File: src/rtl/umi_pack_buf_pkg.sv
// Shared UMI message constants, command-word bit positions and the opcode classifier
// used by the command packer and its output buffer.
package umi_pack_buf_pkg;

  localparam logic [4:0] UMI_INVALID    = 5'h00;
  localparam logic [4:0] UMI_REQ_ATOMIC = 5'h09;
  localparam logic [4:0] UMI_RESP_LINK  = 5'h0E;
  localparam logic [4:0] UMI_REQ_LINK   = 5'h0F;

  localparam logic [2:0] UMI_SIZE_LINK  = 3'h1;
  localparam logic [2:0] UMI_SIZE_ERROR = 3'h0;

  localparam int OPC_LSB    = 0;
  localparam int SIZE_LSB   = 5;
  localparam int LEN_LSB    = 8;
  localparam int QOS_LSB    = 16;
  localparam int PROT_LSB   = 20;
  localparam int EOM_BIT    = 22;
  localparam int EOF_BIT    = 23;
  localparam int EX_BIT     = 24;
  localparam int UERR_LSB   = 25;
  localparam int ERRU_LSB   = 22;
  localparam int HOSTID_LSB = 27;

  typedef enum logic [2:0] {
    CLS_LINK,
    CLS_ERROR,
    CLS_LINK_RESP,
    CLS_INVALID,
    CLS_REQUEST,
    CLS_RESPONSE
  } umi_class_e;

  typedef enum logic [1:0] {
    ST_EMPTY,
    ST_ONE,
    ST_TWO
  } skid_state_e;

  // Priority order matters: link/error share opcode 0F and must be caught before the
  // generic odd-opcode request rule.
  function automatic umi_class_e classify(input logic [4:0] opcode, input logic [2:0] size);
    umi_class_e cls;
    if (opcode == UMI_REQ_LINK && size == UMI_SIZE_LINK)       cls = CLS_LINK;
    else if (opcode == UMI_REQ_LINK && size == UMI_SIZE_ERROR) cls = CLS_ERROR;
    else if (opcode == UMI_RESP_LINK)                          cls = CLS_LINK_RESP;
    else if (opcode == UMI_INVALID)                            cls = CLS_INVALID;
    else if (opcode[0])                                        cls = CLS_REQUEST;
    else                                                       cls = CLS_RESPONSE;
    return cls;
  endfunction

endpackage

File: src/rtl/umi_skid_buf.sv
// Two-entry skid buffer: an output register backed by one skid register, so the
// upstream ready can be a flop while still sustaining one transfer per cycle.
module umi_skid_buf
  import umi_pack_buf_pkg::*;
#(
  parameter int W = 8
) (
  input  logic         clk,
  input  logic         nreset,
  input  logic         push,
  input  logic [W-1:0] push_data,
  input  logic         pop,
  output logic         out_valid,
  output logic [W-1:0] out_data,
  output logic         ready
);

  skid_state_e  state_reg;
  logic [W-1:0] out_reg;
  logic [W-1:0] skid_reg;
  logic         valid_reg;
  logic         ready_reg;

  always_ff @(posedge clk or negedge nreset) begin
    if (!nreset) begin
      state_reg <= ST_EMPTY;
      out_reg   <= '0;
      skid_reg  <= '0;
      valid_reg <= 1'b0;
      ready_reg <= 1'b1;
    end else begin
      case (state_reg)
        ST_EMPTY: begin
          if (push) begin
            out_reg   <= push_data;
            valid_reg <= 1'b1;
            state_reg <= ST_ONE;
          end
        end
        ST_ONE: begin
          if (pop && push) begin
            out_reg <= push_data;
          end else if (pop) begin
            valid_reg <= 1'b0;
            state_reg <= ST_EMPTY;
          end else if (push) begin
            skid_reg  <= push_data;
            ready_reg <= 1'b0;
            state_reg <= ST_TWO;
          end
        end
        ST_TWO: begin
          // ready is low here, so nothing new can arrive while draining the skid
          if (pop) begin
            out_reg   <= skid_reg;
            ready_reg <= 1'b1;
            state_reg <= ST_ONE;
          end
        end
        default: begin
          state_reg <= ST_EMPTY;
          valid_reg <= 1'b0;
          ready_reg <= 1'b1;
        end
      endcase
    end
  end

  assign out_valid = valid_reg;
  assign out_data  = out_reg;
  assign ready     = ready_reg;

endmodule

File: src/rtl/umi_pack_buf.sv
// Packs unpacked UMI command fields into a 32-bit command word according to the
// message class and forwards the packet through a two-entry skid buffer.
module umi_pack_buf
  import umi_pack_buf_pkg::*;
#(
  parameter int CW = 32,
  parameter int AW = 64,
  parameter int DW = 256
) (
  input  logic          clk,
  input  logic          nreset,
  input  logic          in_valid,
  output logic          in_ready,
  input  logic [4:0]    cmd_opcode,
  input  logic [2:0]    cmd_size,
  input  logic [7:0]    cmd_len,
  input  logic [7:0]    cmd_atype,
  input  logic [3:0]    cmd_qos,
  input  logic [1:0]    cmd_prot,
  input  logic          cmd_eom,
  input  logic          cmd_eof,
  input  logic          cmd_ex,
  input  logic [22:0]   cmd_user,
  input  logic [1:0]    cmd_err,
  input  logic [4:0]    cmd_hostid,
  input  logic [AW-1:0] in_dstaddr,
  input  logic [AW-1:0] in_srcaddr,
  input  logic [DW-1:0] in_data,
  output logic          umi_out_valid,
  input  logic          umi_out_ready,
  output logic [CW-1:0] umi_out_cmd,
  output logic [AW-1:0] umi_out_dstaddr,
  output logic [AW-1:0] umi_out_srcaddr,
  output logic [DW-1:0] umi_out_data,
  input  logic          clr_invalid,
  output logic          invalid_seen
);

  localparam int W = CW + 2 * AW + DW;

  function automatic logic [31:0] pack_cmd(
    input umi_class_e  cls,
    input logic [4:0]  opcode,
    input logic [2:0]  size,
    input logic [7:0]  len,
    input logic [7:0]  atype,
    input logic [3:0]  qos,
    input logic [1:0]  prot,
    input logic        eom,
    input logic        eof,
    input logic        ex,
    input logic [22:0] user,
    input logic [1:0]  err,
    input logic [4:0]  hostid
  );
    logic [31:0] cmd;
    cmd = '0;
    cmd[OPC_LSB +: 5]    = opcode;
    cmd[SIZE_LSB +: 3]   = size;
    cmd[HOSTID_LSB +: 5] = hostid;
    case (cls)
      CLS_LINK: begin
        cmd[LEN_LSB +: 19] = user[18:0];
      end
      CLS_LINK_RESP: begin
        cmd[LEN_LSB +: 17]  = user[16:0];
        cmd[UERR_LSB +: 2]  = err;
      end
      CLS_ERROR: begin
        cmd[LEN_LSB +: 8]   = user[7:0];
        cmd[QOS_LSB +: 4]   = qos;
        cmd[PROT_LSB +: 2]  = prot;
        cmd[ERRU_LSB +: 3]  = user[10:8];
        cmd[UERR_LSB +: 2]  = err;
      end
      default: begin
        // Request/response share a layout; only atomics swap len for atype and
        // only requests carry user bits in place of err.
        cmd[LEN_LSB +: 8]  = (opcode == UMI_REQ_ATOMIC) ? atype : len;
        cmd[QOS_LSB +: 4]  = qos;
        cmd[PROT_LSB +: 2] = prot;
        cmd[EOM_BIT]       = eom;
        cmd[EOF_BIT]       = eof;
        cmd[EX_BIT]        = ex;
        cmd[UERR_LSB +: 2] = (cls == CLS_REQUEST) ? user[1:0] : err;
      end
    endcase
    return cmd;
  endfunction

  umi_class_e   in_class;
  logic [31:0]  packed_cmd;
  logic         in_fire;
  logic         load;
  logic [W-1:0] out_word;
  logic         invalid_seen_reg;

  assign in_class   = classify(cmd_opcode, cmd_size);
  assign packed_cmd = pack_cmd(in_class, cmd_opcode, cmd_size, cmd_len, cmd_atype, cmd_qos,
                               cmd_prot, cmd_eom, cmd_eof, cmd_ex, cmd_user, cmd_err,
                               cmd_hostid);
  assign in_fire    = in_valid & in_ready;
  assign load       = in_fire & (in_class != CLS_INVALID);

  umi_skid_buf #(.W(W)) u_skid (
    .clk       (clk),
    .nreset    (nreset),
    .push      (load),
    .push_data ({packed_cmd, in_dstaddr, in_srcaddr, in_data}),
    .pop       (umi_out_ready),
    .out_valid (umi_out_valid),
    .out_data  (out_word),
    .ready     (in_ready)
  );

  assign {umi_out_cmd, umi_out_dstaddr, umi_out_srcaddr, umi_out_data} = out_word;

  // Invalid packets are swallowed; setting has priority over a coincident clear.
  always_ff @(posedge clk or negedge nreset) begin
    if (!nreset) begin
      invalid_seen_reg <= 1'b0;
    end else if (in_fire && in_class == CLS_INVALID) begin
      invalid_seen_reg <= 1'b1;
    end else if (clr_invalid) begin
      invalid_seen_reg <= 1'b0;
    end
  end

  assign invalid_seen = invalid_seen_reg;

endmodule

File: config.mk
export PLATFORM = sky130hd
export DESIGN_NAME = umi_pack_buf
export DESIGN_NICKNAME = d
export VERILOG_FILES = /design/src/rtl/umi_pack_buf_pkg.sv /design/src/rtl/umi_skid_buf.sv /design/src/rtl/umi_pack_buf.sv
export SDC_FILE = /design/constraint.sdc
export NUM_CORES = 2
export LEC_CHECK = 0
export CAP_MARGIN = 20
export CELL_PAD_IN_SITES_DETAIL_PLACEMENT = 2
export CELL_PAD_IN_SITES_GLOBAL_PLACEMENT = 2
export CORE_AREA = 2 2 343 345
export CTS_CLUSTER_DIAMETER = 200
export DETAILED_ROUTE_END_ITERATION = 10
export DIE_AREA = 0 0 345 347
export PLACE_DENSITY = 0.9
export REMOVE_ABC_BUFFERS = 1
export SETUP_SLACK_MARGIN = 0.5
export SLEW_MARGIN = 30
export SYNTH_ARGS = -nofsm -noshare
export SYNTH_HDL_FRONTEND = slang
export SYNTH_SLANG_ARGS = --single-unit
File: constraint.sdc
create_clock -name clk -period 5.7 [get_ports clk]
set_input_delay 1.14 -clock clk [delete_from_list [all_inputs] [get_ports clk]]
set_output_delay 1.14 -clock clk [all_outputs]
set_load 0.03 [all_outputs]
==> results.toml <==
[global_routing]
grtUsageMet3_pct = 6.99
grt_max_degree = 143
antenna_found_initial = 67
grt.busiest_layer = "met2"
grt_overflow = 0
grt_util_met2_pct = 50.9
grt_use_total_pct = 28.1
grt_pass1_vias = 39500
grt_pass1_wl_um = 258000
use_met1_pct = 28.8

[clock_network]
ctsRootBufferMaster = "clkbuf_16"
cts_hold_buf = 0
cts_resized = 0
cts.sinks = 837
cts_made_buffers = 98
path_clk_slew_ns = 0.06
cts_tree = "done"
clockBufferDepth = 3
htree_levels = 3
cts_setup_buffers = 0
clk-insertion-delay-late_ns = 0.68

[route]
drt_iter0_markers = 1648
drtAntennaViolNets = 0
viasPerCell = 5.14
drc = 0
wire_per_inst_um = 26.3
dr_total_vias = 33500
finalWirelength_um = 171000
dr.pass1.iters = 5

[sta]
fin_crit_sh_pct = 66.1
tns_ns = 0
slew_headroom_pct = 28.1
finalClockSkew_ns = 0.0276
slew_viol_final = 0
setup_viol = 0
clock.fmax_mhz = 266
rsz0062_at_grt = "false"
final_hold_viol_count = 0
period_needed_ns = 3.76
worst_pin_slew_ns = 1.08

[placement]
post-place-cells = 6282
placement.io_buffers = 866
place_area_um2 = 47200
gp_congestion = 0.819
dp_hpwl_um = 106000

[synth]
syn_avg_cell_area_um2 = 9.03
synth_async_sr_flop_share_pct = 100
syn_area_um2 = 36900
yosys_register_bits = 837
yosysTopAreaCell = "dfrtp_1"
synth_area_leaders = "dfrtp_1 57%, nand2_1 25%, mux2_1 10%, clkbuf_1 1.7%, mux2_2 1.7%"
syn_inst = 4082
synth_top_area_share_pct = 56.7
ys.flop_type = "dfrtp_1"
synth_cell_types = 52
synth_edf_count = 0
ys_seq_area_share_pct = 56.8
synth.most_common_cell = "nand2_1"
synth_commonest_cells = "2408 x nand2_1, 836 x dfrtp_1, 342 x mux2_1"
ys.warnings.count = 0

[critical_path]
slowest_delay_ns = 0.66
cp_slowest_cell = "or4_4"
critical_path_class = "in -> reg"
worstPathCellList = "clkdlybuf4s50_1 -> or4_4 -> o211ai_4 -> o21ai_4 -> buf_12 -> mux2_1"
critPathTopFamily = "buffers and inverters"
path_buf_inv = 2
crit_path_end_kind = "register"
critPathLaunchType = "input port"
crit_fanout = 142
cp.required_ns = 6.25
arrival_ns = 4.32

[final_layout]
stdcell_area_um2 = 50600
final_util_pct = 43.7
fin_cells = 6523
regArea_um2 = 20900
nets = 5310
syn2layout_area_growth_pct = 37.3
drive_above_1_share_pct = 5.71
nFillCells = 12400
multiInputGateArea_um2 = 14800

[run_status]
status = "finished clean"

[die]
die_w_um = 345
initial_core_util_pct = 31.9
die_y_um = 347
die_area_um2 = 120000
rows = 125
core_um2 = 116000
ios = 871

[power]
power.density_nw_per_um2 = 462
power.leakage_nw = 25.3
ir_worst_vdd_mv = 0.363
total_power_mw = 23.4

[worst_hold_path]
hold_class = "reg -> reg"

[run]
drv_cap = 0
-- layout by cell type, fill, tap and decap left out, types with 2 or more instances in the layout --
cell type and instances:
mux2_1 342, o211a_1 2, bufinv_16 6, nor2_1 14
o21ai_0 21, and2_1 2, nor3b_1 3, a21boi_0 8
dfrtp_1 836, clkinv_16 2, clkinvlp_4 2, and3_1 11
nor4_1 7, buf_12 25, nor3_1 12, mux2_2 55
a31oi_1 8, clkbuf_8 22, o211ai_1 9, clkdlybuf4s50_1 865
o311ai_0 8, inv_6 2, clkbuf_16 99, inv_1 10
nand3b_1 8, mux2i_1 7, nand2_1 2408, o31ai_1 10
o41ai_1 6, nor4b_1 2, diode_2 57, a211oi_1 8
buf_4 31, clkinv_2 18, clkbuf_1 31, nand3_1 2
a221oi_1 6, a21oi_1 3, a22o_1 2
-- power breakdown --
| part | leakage [nW] | internal, mW | switching [mW] |
|---|---|---|---|
| clock network | 1.62 | 3.78 | 2.80 |
| registers | 11.0 | 7.50 | 1.09 |
| logic | 12.7 | 3.31 | 4.90 |
-- path summary, 6_finish.rpt --
kind                       cells past startpoint  slack, ns                               end                        startpoint
setup / recovery                               6       1.94  u_skid.out_data[345]$_DFFE_PN0P_                     cmd_opcode[2]
hold / removal                                 2       0.48  u_skid.skid_reg[358]$_DFFE_PN0P_  u_skid.skid_reg[358]$_DFFE_PN0P_
setup reg to reg                               7       2.33  u_skid.out_data[211]$_DFFE_PN0P_   u_skid.state_reg[0]$_DFFE_PN0P_
hold reg to reg                                2       0.48  u_skid.skid_reg[358]$_DFFE_PN0P_  u_skid.skid_reg[358]$_DFFE_PN0P_
max in group asynchronous                      2       3.87   u_skid.out_data[34]$_DFFE_PN0P_                            nreset
min in group asynchronous                      1       0.49  u_skid.out_data[344]$_DFFE_PN0P_                            nreset
-- tightest hold or removal path, delay by kind of cell, from the launching register on --
| kind | cells | cell delay, ns |
|---|---|---|
| DFF | 1 | 0.34 |
| and+or+nand+nor | 2 | 0.10 |
-- cell families after synthesis --
logic type,synth area share [%]
muxes,12.3
buffers and inverters,3.07
and+or+nand+nor,25.7
AOI/OAI and AO/OA,2.10
DFF,56.8
-- stage by stage --
| stage | setup WS [ns] | hold slack, ns |
|---|---|---|
| 6_report | 1.94 | 0.477 |
| 2_1_floorplan | -40.58 | 0.446 |
| 5_1_grt | 1.92 | 0.503 |
| 4_1_cts | 2.08 | 0.475 |
| 3_3_place_gp | 1.13 | 0.457 |
| 3_5_place_dp | 1.40 | 0.465 |
-- metal layers --
layer  up-vias  wire (um)
met5         -        173
met1     17300      60000
met3       516      10200
met4        26      11800
met2      1157      89100
li1      14500          -
-- final cells by class --
type,count,share of cell area (%)
diodes,57,0.282
clock buffers,152,5.72
clock inverters,32,0.789
inverters,10,0.0742
multi-input cells,2988,29.3
flip-flops and latches,837,41.4
well taps,1524,3.77
repair buffers,923,18.6
(Power assumes the default switching activity.)
